`src/rtl/data_wbuf_if.sv`:
```
// AXI4-Lite write channel bundle (AW/W/B) between data_wbuf and the interconnect.
interface data_wbuf_if;
   logic [31:0] M_AWADDR;
   logic        M_AWVALID;
   logic        M_AWREADY;
   logic [31:0] M_WDATA;
   logic [3:0]  M_WSTRB;
   logic        M_WVALID;
   logic        M_WREADY;
   logic [1:0]  M_BRESP;
   logic        M_BVALID;
   logic        M_BREADY;

   modport master (
      output M_AWADDR, M_AWVALID, M_WDATA, M_WSTRB, M_WVALID, M_BREADY,
      input  M_AWREADY, M_WREADY, M_BRESP, M_BVALID
   );

   modport slave (
      input  M_AWADDR, M_AWVALID, M_WDATA, M_WSTRB, M_WVALID, M_BREADY,
      output M_AWREADY, M_WREADY, M_BRESP, M_BVALID
   );
endinterface

```
`src/rtl/data_wbuf.sv`:
```
// Data write buffer: queues merged stores and drains them one at a time over AXI4-Lite.
// Define DATA_WBUF_FWD_EN to build the store-to-load forwarding comparators.
module data_wbuf #(
   parameter int DEPTH = 4,
   parameter int AW    = 32
) (
   input  logic          CLK,
   input  logic          RST,
   input  logic          DATA_WREN,
   input  logic [AW-1:0] DATA_WADDR,
   input  logic [31:0]   DATA_WDATA,
   output logic          DATA_WBUSY,
   output logic          WBUF_EMPTY,
   output logic          WBUF_ERR,
   output logic          WBUF_OVF,
   data_wbuf_if.master   axi,
   input  logic [AW-1:0] FWD_RADDR,
   output logic          FWD_HIT,
   output logic [31:0]   FWD_RDATA
);
   localparam int PW = $clog2(DEPTH);
   localparam logic [PW:0] PONE = (PW+1)'(1);

   typedef enum logic [1:0] {IDLE, ADDR, RESP} state_t;

   logic [AW-3:0] addr_mem [DEPTH];
   logic [31:0]   data_mem [DEPTH];
   logic [PW:0]   wptr, rptr;
   logic          full, empty, push, pop;

   state_t        state_q, state_d;
   logic          awv_q, awv_d, wv_q, wv_d, bready_q, bready_d;
   logic [AW-1:0] awaddr_q, awaddr_d;
   logic [31:0]   wdata_q, wdata_d;
   logic          err_q, ovf_q;

   assign full  = (wptr[PW] != rptr[PW]) && (wptr[PW-1:0] == rptr[PW-1:0]);
   assign empty = (wptr == rptr);
   assign push  = DATA_WREN && !full;

   assign DATA_WBUSY = full;
   assign WBUF_EMPTY = empty && (state_q == IDLE);
   assign WBUF_ERR   = err_q;
   assign WBUF_OVF   = ovf_q;

   assign axi.M_AWADDR  = awaddr_q;
   assign axi.M_AWVALID = awv_q;
   assign axi.M_WDATA   = wdata_q;
   assign axi.M_WSTRB   = 4'b1111;
   assign axi.M_WVALID  = wv_q;
   assign axi.M_BREADY  = bready_q;

   always_ff @(posedge CLK) begin
      if (push) begin
         addr_mem[wptr[PW-1:0]] <= DATA_WADDR[AW-1:2];
         data_mem[wptr[PW-1:0]] <= DATA_WDATA;
      end
   end

   always_ff @(posedge CLK) begin
      if (RST) begin
         wptr     <= '0;
         rptr     <= '0;
         state_q  <= IDLE;
         awv_q    <= 1'b0;
         wv_q     <= 1'b0;
         bready_q <= 1'b0;
         awaddr_q <= '0;
         wdata_q  <= '0;
         err_q    <= 1'b0;
         ovf_q    <= 1'b0;
      end else begin
         state_q  <= state_d;
         awv_q    <= awv_d;
         wv_q     <= wv_d;
         bready_q <= bready_d;
         awaddr_q <= awaddr_d;
         wdata_q  <= wdata_d;
         if (push) wptr <= wptr + PONE;
         if (pop) rptr <= rptr + PONE;
         if (DATA_WREN && full) ovf_q <= 1'b1;
         if (pop && axi.M_BRESP != 2'b00) err_q <= 1'b1;
      end
   end

   // Head stays queued until its B handshake so forwarding still sees it.
   always_comb begin
      state_d  = state_q;
      awv_d    = awv_q;
      wv_d     = wv_q;
      bready_d = bready_q;
      awaddr_d = awaddr_q;
      wdata_d  = wdata_q;
      pop      = 1'b0;
      unique case (state_q)
         IDLE: begin
            if (!empty) begin
               awaddr_d = {addr_mem[rptr[PW-1:0]], 2'b00};
               wdata_d  = data_mem[rptr[PW-1:0]];
               awv_d    = 1'b1;
               wv_d     = 1'b1;
               state_d  = ADDR;
            end
         end
         ADDR: begin
            awv_d = awv_q && !axi.M_AWREADY;
            wv_d  = wv_q && !axi.M_WREADY;
            if (!awv_d && !wv_d) begin
               bready_d = 1'b1;
               state_d  = RESP;
            end
         end
         RESP: begin
            if (axi.M_BVALID) begin
               pop      = 1'b1;
               bready_d = 1'b0;
               state_d  = IDLE;
            end
         end
         default: state_d = IDLE;
      endcase
   end

   logic unused_lo;
   assign unused_lo = ^{DATA_WADDR[1:0], FWD_RADDR[1:0]};

`ifdef DATA_WBUF_FWD_EN
   logic [PW:0] cnt;
   assign cnt = wptr - rptr;

   // Walk oldest to youngest so the last match wins.
   always_comb begin
      logic [PW:0] kk;
      logic [PW:0] idx;
      FWD_HIT   = 1'b0;
      FWD_RDATA = '0;
      kk        = '0;
      idx       = '0;
      for (int k = 0; k < DEPTH; k++) begin
         kk  = (PW+1)'(k);
         idx = rptr + kk;
         if (kk < cnt && addr_mem[idx[PW-1:0]] == FWD_RADDR[AW-1:2]) begin
            FWD_HIT   = 1'b1;
            FWD_RDATA = data_mem[idx[PW-1:0]];
         end
      end
   end
`else
   logic unused_fwd;
   assign unused_fwd = ^FWD_RADDR;
   assign FWD_HIT    = 1'b0;
   assign FWD_RDATA  = '0;
`endif
endmodule

```
`src/flat_wrapper.sv`:
```
// flat-port wrapper written by rule: the top's interface ports become plain ports
module data_wbuf_flat 
#(
   parameter int DEPTH = 4,
   parameter int AW    = 32
)
  (CLK, RST, DATA_WREN, DATA_WADDR, DATA_WDATA, DATA_WBUSY, WBUF_EMPTY, WBUF_ERR, WBUF_OVF, FWD_RADDR, FWD_HIT, FWD_RDATA, axi_M_AWADDR, axi_M_AWVALID, axi_M_WDATA, axi_M_WSTRB, axi_M_WVALID, axi_M_BREADY, axi_M_AWREADY, axi_M_WREADY, axi_M_BRESP, axi_M_BVALID);
  data_wbuf_if axi_i ();
  input  logic CLK;
  input  logic RST;
  input  logic DATA_WREN;
  input  logic [AW-1:0] DATA_WADDR;
  input  logic [31:0] DATA_WDATA;
  output logic DATA_WBUSY;
  output logic WBUF_EMPTY;
  output logic WBUF_ERR;
  output logic WBUF_OVF;
  input  logic [AW-1:0] FWD_RADDR;
  output logic FWD_HIT;
  output logic [31:0] FWD_RDATA;
  output wire logic [$bits(axi_i.M_AWADDR)-1:0] axi_M_AWADDR;
  output wire logic [$bits(axi_i.M_AWVALID)-1:0] axi_M_AWVALID;
  output wire logic [$bits(axi_i.M_WDATA)-1:0] axi_M_WDATA;
  output wire logic [$bits(axi_i.M_WSTRB)-1:0] axi_M_WSTRB;
  output wire logic [$bits(axi_i.M_WVALID)-1:0] axi_M_WVALID;
  output wire logic [$bits(axi_i.M_BREADY)-1:0] axi_M_BREADY;
  input wire logic [$bits(axi_i.M_AWREADY)-1:0] axi_M_AWREADY;
  input wire logic [$bits(axi_i.M_WREADY)-1:0] axi_M_WREADY;
  input wire logic [$bits(axi_i.M_BRESP)-1:0] axi_M_BRESP;
  input wire logic [$bits(axi_i.M_BVALID)-1:0] axi_M_BVALID;
  assign axi_M_AWADDR = axi_i.M_AWADDR;
  assign axi_M_AWVALID = axi_i.M_AWVALID;
  assign axi_M_WDATA = axi_i.M_WDATA;
  assign axi_M_WSTRB = axi_i.M_WSTRB;
  assign axi_M_WVALID = axi_i.M_WVALID;
  assign axi_M_BREADY = axi_i.M_BREADY;
  assign axi_i.M_AWREADY = axi_M_AWREADY;
  assign axi_i.M_WREADY = axi_M_WREADY;
  assign axi_i.M_BRESP = axi_M_BRESP;
  assign axi_i.M_BVALID = axi_M_BVALID;
  data_wbuf #(.DEPTH(DEPTH), .AW(AW)) u_core (.CLK(CLK), .RST(RST), .DATA_WREN(DATA_WREN), .DATA_WADDR(DATA_WADDR), .DATA_WDATA(DATA_WDATA), .DATA_WBUSY(DATA_WBUSY), .WBUF_EMPTY(WBUF_EMPTY), .WBUF_ERR(WBUF_ERR), .WBUF_OVF(WBUF_OVF), .axi(axi_i), .FWD_RADDR(FWD_RADDR), .FWD_HIT(FWD_HIT), .FWD_RDATA(FWD_RDATA));
endmodule
```
`config.mk`:
```
export PLATFORM = sky130hd
export DESIGN_NAME = data_wbuf_flat
export DESIGN_NICKNAME = d
export VERILOG_FILES = /design/src/rtl/data_wbuf_if.sv /design/src/rtl/data_wbuf.sv /design/src/flat_wrapper.sv
export SDC_FILE = /design/constraint.sdc
export NUM_CORES = 1
export LEC_CHECK = 0
export BUFFER_PORTS_ARGS = -buffer_cell sky130_fd_sc_hd__buf_4
export CAP_MARGIN = 0
export CORE_ASPECT_RATIO = 0.6
export CORE_MARGIN = 4
export CORE_UTILIZATION = 50
export CTS_BUF_LIST = sky130_fd_sc_hd__clkbuf_16
export DETAILED_ROUTE_END_ITERATION = 16
export PLACE_DENSITY = 0.79
export SLEW_MARGIN = 15
export SYNTH_ARGS = -nofsm -noshare
export SYNTH_HDL_FRONTEND = slang
export SYNTH_SLANG_ARGS = --single-unit
```
`constraint.sdc`:
```
create_clock -name CLK -period 2.9 [get_ports CLK]
set_input_delay 0.29 -clock CLK [delete_from_list [all_inputs] [get_ports CLK]]
set_output_delay 0.29 -clock CLK [all_outputs]
set_load 0.1 [all_outputs]
```
==> results of run 1 <==
per-stage QoR:
stage	power [mW]	utilization [%]	instance area [um^2]	setup slack, ns
final	12.2	62.9	15300	0.614
after global routing	12.7	62.9	15300	0.452
after CTS	12.3	62.9	15300	0.588
after detailed placement	8.35	56.3	13700	0.614
after global placement	8.31	56.3	13700	0.648
after floorplan	7.80	-	12500	0.517
cell usage in the layout (no fill, tap or decap), types with 6 or more instances in the layout:
cell,count
mux4_2,62
inv_1,8
clkbuf_16,29
mux2i_1,64
clkinv_2,7
a21oi_1,6
dlygate4sd3_1,62
conb_1,39
edfxtp_1,248
buf_12,7
nand2_1,126
nor2_1,6
dfxtp_1,73
buf_4,145
cell families (layout without fill, tap and decap cells):
kind of cell | count (synthesis) | after routing
simple gates | 146 | 146
mux | 127 | 127
compound gates | 18 | 18
buf+inv | 85 | 273
xor+xnor | 6 | 6
flops | 323 | 323
fa+ha+maj | 5 | 5
other cells | 2 | 39
metal layers:
layer	GRT usage (%)	part of all wire (%)	wire length (um)	vias up
met4	2.70	1.2	291	0
li1	-	-	-	2999
met2	29.5	49	11700	162
met1	25.0	45	10800	3260
met3	3.77	5.4	1310	30
met5	0	0	0	-
state kept, by name (all words and copies together) (netlist names):
signal	count
u_core.axi.M_AWADDR	30
u_core.addr_mem	120
u_core.axi.M_BREADY	1
u_core.WBUF_OVF	1
u_core.data_mem	128
u_core.state_q	2
u_core.wptr	3
u_core.rptr	3
u_core.axi.M_AWVALID	1
u_core.axi.M_WDATA	32
u_core.axi.M_WVALID	1
u_core.WBUF_ERR	1
worst reg2reg max path: stages, from the launching register on:
cell,delay (ns)
dfxtp_1,0.42
xnor2_1,0.19
a31oi_1,0.57
and2_4,0.48
buf_12,0.29
path summary, 6_finish.rpt:
path / end / slack, ns / depth (start not counted) / startpoint
worst max-delay path: u_core.data_mem[1][30] / 0.61 / 4 / u_core.wptr[1]
worst min-delay path: u_core.state_q[1] / 0.05 / 3 / axi_M_BVALID
worst max register to register: u_core.data_mem[1][30] / 0.61 / 4 / u_core.wptr[1]
worst min register to register: u_core.axi.M_AWADDR[29] / 0.46 / 2 / u_core.axi.M_AWADDR[29]
repair_timing:
action / CTS / global route
hold buffers: 62 / 0
endpoints found under the hold margin: 248 / 0
setup endpoints to repair: 0 / 0
layout make-up:
type | instances | area, um^2
Tap cell | 322 | 403
Multi-Input combinational cell | 341 | 3050
Inverter | 7 | 28.8
Clock buffer | 29 | 726
Sequential cell | 323 | 8960
Fill cell | 1705 | 9020
Clock inverter | 23 | 246
Timing Repair Buffer | 214 | 1850
where the power goes:
part	switching, mW	total (mW)	internal [mW]
Sequential	0.153	5.49	5.34
Combinational	2.07	2.81	0.736
Clock	1.62	3.88	2.26
==> summary.txt, run 1 <==
Yosys
  • Post-synthesis async set-or-reset flop share: 0%
  • Synth Area in Adders: 0.505%
  • Main combinational cell family by area after synthesis: multiplexers
  • Main synth FF type: edfxtp_1
  • Synth warn: 0
  • Post-synthesis mux area share: 16.5%
  • Gate Count Post-Synth: 712
  • Post-synthesis xor/xnor area fraction: 0.485%
  • Synth top area cells: edfxtp_1, dfxtp_1, mux4_2, mux2i_1, nand2_1
  • Post-Synth Simple-Gate Area: between 4 and 5%
  • Dominant cell by count in the synthesized netlist: edfxtp_1
  • Post-synthesis compound-gate area fraction: 0.991%
  • Synth unique cells: 36
  • Number of synthesized flops with an enable pin: around 250
  • Synthesized flop and latch total: approximately 320
  • Post-Syn Area: 12400 um^2
  • Register area share after synthesis: 72.3%
  • Synth area leader: edfxtp_1
  • Most frequent cells after synthesis: edfxtp_1, nand2_1, dfxtp_1, mux2i_1, mux4_2
  • Mapped Avg Cell Area: 17.4 um^2
  • Synth top area share: 60.2%

Global route
  • Global-route wire length before repair: ~38000 um
  • Initial antenna violation count: 0
  • Aggregate global routing overflow: 0
  • Largest net degree at the start of global routing: 66
  • Total GRT Usage: 17.7%
  • Vias in the first global route: 6773

Floorplan
  • Die Area: about 27000 um^2
  • Die span in y: 130 um
  • I/O pins: ~210
  • Rows: 44
  • Initial Utilization: a little over 50%
  • Core ar.: 24300 um^2
  • Die width: 211 um

Status
  • Status: completed

Setup path
  • Crit path cell chain: xnor2_1 > a31oi_1 > and2_4 > buf_12
  • Peak per-stage delay on the critical path: 0.57 ns
  • CP required: 3.13 ns
  • Critical path arrival: roughly 2.5 ns
  • Worst-path maximum fanout: 36
  • Setup crit end kind: flip-flop
  • Worst Path Buf+Inv: 1
  • CP top delay family: compound AO/OA/AOI/OAI gates
  • CP max-delay cell: a31oi_1
  • CP startpoint kind: flip-flop
  • Critical path class: flip-flop to flip-flop

Timing
  • Achievable Freq: 0.437 GHz
  • Fin Setup TNS: 0 ns
  • Tcrit/Tclk final: between 70% and 80%
  • Final hold viol count: 0
  • Final Max Slew Viols: 0
  • RSZ-0062 raised after global routing: false
  • Minimum clock period: about 2.3 ns
  • Final clock skew: 0.00923 ns
  • Max-slew headroom: between 30% and 40%
  • Worst-margin pin slew: 0.995 ns
  • Hold Slack: 0.0452 ns
  • # setup viols final: 0

Placed design
  • Port bufs: 138
  • Cell count after placement: between 1000 and 1500
  • Hpwl dp: 13900 um
  • Gpl congestion: 0.690

Route
  • Vias per cell: 5.12
  • Drt total wl: between 20000 and 25000 um
  • Vias: 6451
  • # DRC: 0
  • DRT iter0 DRCs: 491
  • TritonRoute pass-1 iters: 5
  • Antenna viol nets, final: 0
  • Wirelength per Cell: 19.1 um

Clocking
  • Clk sinks: 323
  • H-tree levels: 1
  • Root Driver: clkbuf_16
  • CTS tree: yes
  • CTS max path bufs: 3
  • CTS Buf Count: 28
  • # resized after CTS: 0
  • Worst-skew pair later-pin latency: 0.54 ns
  • Clk slew on worst S/H paths: 0.07 ns
  • Setup Buffers After CTS: 0

Finish
  • Post-Layout Cell Count: 1259
  • Syn-to-layout area delta: 23.3%
  • # diodes: 0
  • Final net count: 1024
  • Fraction of layout instances using a drive strength above 1: 29.0%

Flow run
  • Max Cap Viol: 0

Power
  • Pleak: about 5.7 nW
  • PwrDens: 798 nW/um^2
  • IR drop worst, VDD: 503 uV

Hold path
  • Worst Hold Class: primary input to flip-flop
Power figures use the tool's default switching activity.
==> inputs of run 2 (changes only) <==
==> constraint.sdc (replaced) <==
create_clock -name CLK -period 2.1 [get_ports CLK]
set_input_delay 0.21 -clock CLK [delete_from_list [all_inputs] [get_ports CLK]]
set_output_delay 0.21 -clock CLK [all_outputs]
set_load 0.1 [all_outputs]
==> run 2 against run 1 <==
Effect of this change:
- critical path depth rose by 1
- wire length is 1.4% higher
- largest power group unchanged
- utilization increased by 0.77 points
- register-to-register slack worse by 0.46 ns
- critical endpoint is now WBUF_EMPTY
- cell count is 0.95% higher
- critical path type is now flip-flop to output port
- first-iteration DRC count down 20%
- global-route usage is 0.19 points higher
- cell area is 1.2% higher
- total power increased by 39%
- non-clock buffer count grew 11
==> summary.txt, run 2 (same netlist as run 1, synthesis figures left out) <==
Timing
  • Final hold viol count: 0 (unchanged)
  • Minimum clock period: 2.00 ns
  • Achievable Freq: 0.501 GHz
  • # setup viols final: 0 (unchanged)
  • Max-slew headroom: 61.4% (+28 points)
  • Final Max Slew Viols: 0 (unchanged)
  • Worst-margin pin slew: 0.579 ns (-0.416 ns)
  • RSZ-0062 raised after global routing: true
  • Final clock skew: 0.00962 ns (+0.000387 ns)
  • Tcrit/Tclk final: a little over nine tenths

Finish
  • Commonest non-fill, non-tap cells in the layout: edfxtp_1, buf_4, nand2_1
  • Syn-to-layout area delta: 24.8%
  • Final Core Density: 63.6% (+0.77 points)
  • Max reg flops: 128 (unchanged)
  • Fraction of layout instances using a drive strength above 1: 29.1% (+0.085 points)
  • Final net count: 1035 (+1.1%)
  • Post-Layout Cell Count: 1271 (+0.95%)
  • Commonest non-fill, non-tap cell in the layout: edfxtp_1

Status
  • Status: completed

Clocking
  • H-tree levels: 1 (unchanged)
  • Clk slew on worst S/H paths: 0.07 ns (about the same)
  • Setup Buffers After CTS: 0 (unchanged)
  • Worst-skew pair later-pin latency: 0.54 ns (about the same)
  • CTS max path bufs: 3 (unchanged)
  • CTS Buf Count: 28 (unchanged)
  • Root Driver: clkbuf_16
  • CTS tree: yes
  • Clk sinks: 323 (unchanged)

Hold path
  • Worst hold stages: 4 (+1)
  • Worst Hold Class: primary input to flip-flop

Setup path
  • Worst-path maximum fanout: 5 (-86%)
  • Crit. path cell count: 5 (+1)
  • R2r worst-path depth: 4 (unchanged)
  • CP top delay family: buffers and inverters
  • Crit path cell chain: xnor2_1 > buf_4 > nand3_1 > nor3_2 > buf_6
  • CP startpoint kind: flip-flop
  • Critical path arrival: 1.79 ns (-0.72 ns)
  • CP max-delay cell: dfxtp_2
  • Worst Path Buf+Inv: 2 (+1)
  • Peak per-stage delay on the critical path: 0.35 ns (-0.22 ns)
  • Critical path class: flip-flop to output port
  • CP required: 1.89 ns (-1.24 ns)
  • Setup crit end kind: output port

Global route
  • Global-route wire length before repair: 38200 um (+0.27%)
  • Met3 Usage GRT: 4.01% (+0.24 points)
  • Global routing usage on met1: 24.9% (-0.18 points)
  • Largest net degree at the start of global routing: 65 (-1.5%)
  • Met2 GRT Util: 29.9% (+0.38 points)
  • Total GRT Usage: 17.9% (+0.19 points)
  • Vias in the first global route: 6817 (+0.65%)
  • Aggregate global routing overflow: 0 (unchanged)
  • Initial antenna violation count: 1 (+1)
  • Global route hottest layer: met2

Power
  • Sequential share of power: 45.0% (about the same)
  • Power, Total: 16.9 mW (+39%)
  • Sw frac: 31.5% (about the same)
  • Pleak: 5.80 nW (+1.4%)
  • Sw power: 5.32 mW (+38%)
  • PwrDens: 1090 nW/um^2 (+37%)
  • Clock Power Share: 31.7% (-0.2 points)
  • Comb pwr share: 23.3% (+0.3 points)
  • IR drop worst, VDD: 1080 uV (+110%)
  • Cell-internal power: 11.6 mW (+39%)

Route
  • Vias per cell: 5.13 (about the same)
  • TritonRoute pass-1 iters: 5 (unchanged)
  • DRT iter0 DRCs: 392 (-20%)
  • Wirelength per Cell: 19.2 um (+0.47%)
  • Drt total wl: 24400 um (+1.4%)
  • Antenna viol nets, final: 0 (unchanged)
  • # DRC: 0 (unchanged)
  • Vias: 6518 (+1.0%)

Floorplan
  • I/O pins: 212 (unchanged)
  • Rows: 44 (unchanged)
  • Die width: 211 um (unchanged)
  • Die Area: 27400 um^2 (unchanged)
  • Core ar.: 24300 um^2 (unchanged)
  • Initial Utilization: 51.0% (unchanged)
  • Die span in y: 130 um (unchanged)

Placed design
  • Cell count after placement: 1150 (+0.44%)
  • Hpwl dp: 14400 um (+3.3%)
  • Gpl congestion: 0.707 (+2.4%)
  • Port bufs: 138 (unchanged)

Flow run
  • Max Cap Viol: 0 (unchanged)
## run 2: layout make-up
cell class | count | area (um^2)
Inverter | 7 | 28.8
Tap cell | 322 | 403
Antenna cell | 1 | 2.50
Timing Repair Buffer | 225 | 2040
Clock inverter | 23 | 234
Sequential cell | 323 | 8960
Fill cell | 1734 | 8830
Multi-Input combinational cell | 341 | 3060
Clock buffer | 29 | 726
## run 2: worst min-delay path, delay by kind of cell
kind	cells	cell delay (ns)
compound gates	3	0.25
buf+inv	1	0.08
## run 2: repair_timing
item                                    CTS  global route
hold buffers                             68             0
gates resized for setup                   0             3
hold endpoints to repair                257             0
endpoints found under the setup margin    0            52
## run 2: worst paths after layout
kind	from	to	slack, ns
worst max-delay path	u_core.wptr[1]	WBUF_EMPTY	0.10
worst min-delay path	axi_M_WREADY	u_core.axi.M_WVALID	0.05
worst max register to register	u_core.wptr[0]	u_core.addr_mem[3][13]	0.15
worst min register to register	u_core.WBUF_ERR	u_core.WBUF_ERR	0.45
## run 2: per-layer routing
metal | vias up | share of wire, %
li1 | 3037 | -
met3 | 35 | 5.9
met5 | - | 0
met1 | 3277 | 44
met2 | 169 | 49
met4 | 0 | 1.5
## run 2: power by group through the flow
stage               registers (mW)  clock network [mW]  logic [mW]
global route                  7.63                5.76        4.12
finish                        7.59                5.34        3.94
global placement              7.71                   0        3.81
CTS                           7.59                5.49        3.96
floorplan                     9.31                   0        1.46
detailed placement            7.73                   0        3.84
## run 2: stage by stage
stage	area, um^2	hold WS, ns	setup slack (ns)	TNS (ns)
CTS	15400	0.0214	0.00418	0
global placement	13800	0.414	0.206	0
floorplan	12500	0.309	-0.205	-51.03
detailed placement	13800	0.415	0.139	0
finish	15400	0.0524	0.104	0
global route	15400	0.0559	-0.0541	-1.01
==> inputs of run 3 (changes only) <==
--- a/config.mk
+++ b/config.mk
@@ -8,7 +8,6 @@
 export BUFFER_PORTS_ARGS = -buffer_cell sky130_fd_sc_hd__buf_4
 export CAP_MARGIN = 0
 export CORE_ASPECT_RATIO = 0.6
-export CORE_MARGIN = 4
 export CORE_UTILIZATION = 50
 export CTS_BUF_LIST = sky130_fd_sc_hd__clkbuf_16
 export DETAILED_ROUTE_END_ITERATION = 16
==> run 3 against run 2 <==
Effect of this change:
- non-clock buffer count up 1
- highest routed layer unchanged
- total power is 1.5% lower
- clock skew is 0.0023 ns higher
- cell area hardly changed
- utilization up 0.083 points
- critical path type unchanged
- count of clock-buffer cells in the layout unchanged
- critical path depth fell by 2
- wire length is 3.8% lower
- cell count increased by 0.16%
- largest cell class unchanged
==> summary.txt, run 3 (same netlist as run 1, synthesis figures left out) <==
Status
  • Status: completed

Clocking
  • H-tree levels: 1 (unchanged)
  • Clk slew on worst S/H paths: 0.07 ns (about the same)
  • CTS max path bufs: 3 (unchanged)
  • CTS Buf Count: 28 (unchanged)
  • Worst-skew pair later-pin latency: 0.54 ns (about the same)
  • Clk sinks: 323 (unchanged)
  • CTS tree: yes
  • Root Driver: clkbuf_16

Floorplan
  • Die span in y: 124 um (-4.6%)
  • Die width: 205 um (-2.8%)
  • Initial Utilization: 51.1% (+0.12 points)
  • Rows: 44 (unchanged)
  • I/O pins: 212 (unchanged)
  • Core ar.: 24200 um^2 (-0.23%)
  • Die Area: 25400 um^2 (-7.3%)

Global route
  • Met2 GRT Util: 30.7% (+0.76 points)
  • Total GRT Usage: 19.0% (+1.1 points)
  • Vias in the first global route: 6546 (-4.0%)
  • Initial antenna violation count: 2 (+1)
  • Global routing usage on met1: 27.0% (+2.2 points)
  • Global-route wire length before repair: 36500 um (-4.5%)
  • Aggregate global routing overflow: 0 (unchanged)
  • Global route hottest layer: met2
  • Met3 Usage GRT: 4.13% (+0.12 points)
  • Largest net degree at the start of global routing: 65 (unchanged)

Timing
  • Final hold viol count: 0 (unchanged)
  • Max-slew headroom: 63.3% (+1.9 points)
  • Final clock skew: 0.0119 ns (+0.00231 ns)
  • Minimum clock period: 2.02 ns (+0.0226 ns)
  • # setup viols final: 0 (unchanged)
  • Worst-margin pin slew: 0.550 ns (-0.0282 ns)
  • Achievable Freq: 0.495 GHz (-1.1%)
  • Tcrit/Tclk final: 96.1% (+1.1 points)
  • Final Max Slew Viols: 0 (unchanged)

Placed design
  • Port bufs: 138 (unchanged)
  • Hpwl dp: 13600 um (-5.7%)
  • Cell count after placement: 1150 (unchanged)
  • Gpl congestion: 0.702 (-0.68%)

Finish
  • Final net count: 1036 (+0.097%)
  • Commonest non-fill, non-tap cell in the layout: edfxtp_1
  • Fraction of layout instances using a drive strength above 1: 29.3% (+0.18 points)
  • Commonest non-fill, non-tap cells in the layout: edfxtp_1, buf_4, nand2_1
  • Syn-to-layout area delta: 24.7% (about the same)
  • Post-Layout Cell Count: 1273 (+0.16%)
  • Final Core Density: 63.7% (+0.083 points)
  • Max reg flops: 128 (unchanged)

Route
  • DRT iter0 DRCs: 438 (+12%)
  • TritonRoute pass-1 iters: 4 (-1)
  • Vias per cell: 5.19 (+1.2%)
  • Vias: 6607 (+1.4%)
  • Wirelength per Cell: 18.5 um (-3.9%)
  • # DRC: 0 (unchanged)
  • Antenna viol nets, final: 0 (unchanged)
  • Drt total wl: 23500 um (-3.8%)

Setup path
  • CP max-delay cell: dfxtp_1
  • CP startpoint kind: flip-flop
  • R2r worst-path depth: 5 (+1)
  • Crit path cell chain: xor2_2 > and3_1 > buf_4
  • Peak per-stage delay on the critical path: 0.46 ns (+0.11 ns)
  • Worst-path maximum fanout: 5 (unchanged)
  • Critical path arrival: 1.81 ns (+0.02 ns)
  • Critical path class: flip-flop to output port
  • Setup crit end kind: output port
  • CP required: 1.89 ns (about the same)

Hold path
  • Worst hold stages: 4 (unchanged)
  • Worst Hold Class: primary input to flip-flop

Power
  • IR drop worst, VDD: 667 uV (-38%)
  • Power, Total: 16.6 mW (-1.5%)
  • PwrDens: 1080 nW/um^2 (-1.4%)
  • Pleak: 5.78 nW (-0.34%)

Flow run
  • Max Cap Viol: 0 (unchanged)
## run 3: final cells by class
cell class	instances	area, um^2
clock buffer	29	726
multi-input combinational	341	3090
inverter	7	28.8
sequential	323	8960
antenna	2	5.00
clock inverter	23	184
fill	1707	8790
tap	322	403
timing repair buffer	226	2040
## run 3: where the power goes
part | leakage, nW | internal, mW | switching [mW]
Clock | 0.459 | 2.87 | 2.23
Sequential | 2.89 | 7.37 | 0.217
Combinational | 2.43 | 1.07 | 2.87
Total | 5.78 | 11.3 | 5.32
## run 3: through the flow
stage          cell area, um^2  worst slack, ns  hold WS (ns)  TNS [ns]
2_1_floorplan            12500           -0.205         0.309    -51.03
3_3_place_gp             13800            0.280         0.413         0
3_5_place_dp             13800            0.260         0.414         0
4_1_cts                  15400          0.00406        0.0259         0
5_1_grt                  15400          -0.0117        0.0500   -0.0117
6_report                 15400           0.0816        0.0463         0
## run 3: worst paths after layout
kind	start	to	slack [ns]
setup / recovery	u_core.wptr[2]	DATA_WBUSY	0.08
hold / removal	axi_M_WREADY	u_core.axi.M_WVALID	0.05
setup reg to reg	u_core.wptr[2]	u_core.addr_mem[0][25]	0.30
hold reg to reg	u_core.WBUF_ERR	u_core.WBUF_ERR	0.46
## run 3: routing by layer
| layer | share of wire, % | wire (um) | vias up |
|---|---|---|---|
| li1 | - | - | 3025 |
| met1 | 45 | 10700 | 3380 |
| met2 | 47 | 11100 | 171 |
| met3 | 6.0 | 1400 | 31 |
| met4 | 1.6 | 365 | 0 |
| met5 | 0 | 0 | - |
## run 3: worst max-delay path, delay by kind of cell (launching register included)
kind                   cells  cell delay, ns
flip-flops                 1            0.46
buffers and inverters      1            0.31
AND/OR/NAND/NOR            1            0.24
XOR/XNOR                   1            0.26
## run 3: what timing repair did
item                                    in CTS  in global routing
pin swaps                                    0                  2
cloned                                       0                  0
hold buffers                                68                  0
setup buffers                                0                  1
hold endpoints to repair                   257                  0
endpoints found under the setup margin       1                  2
resized for setup                            2                  7
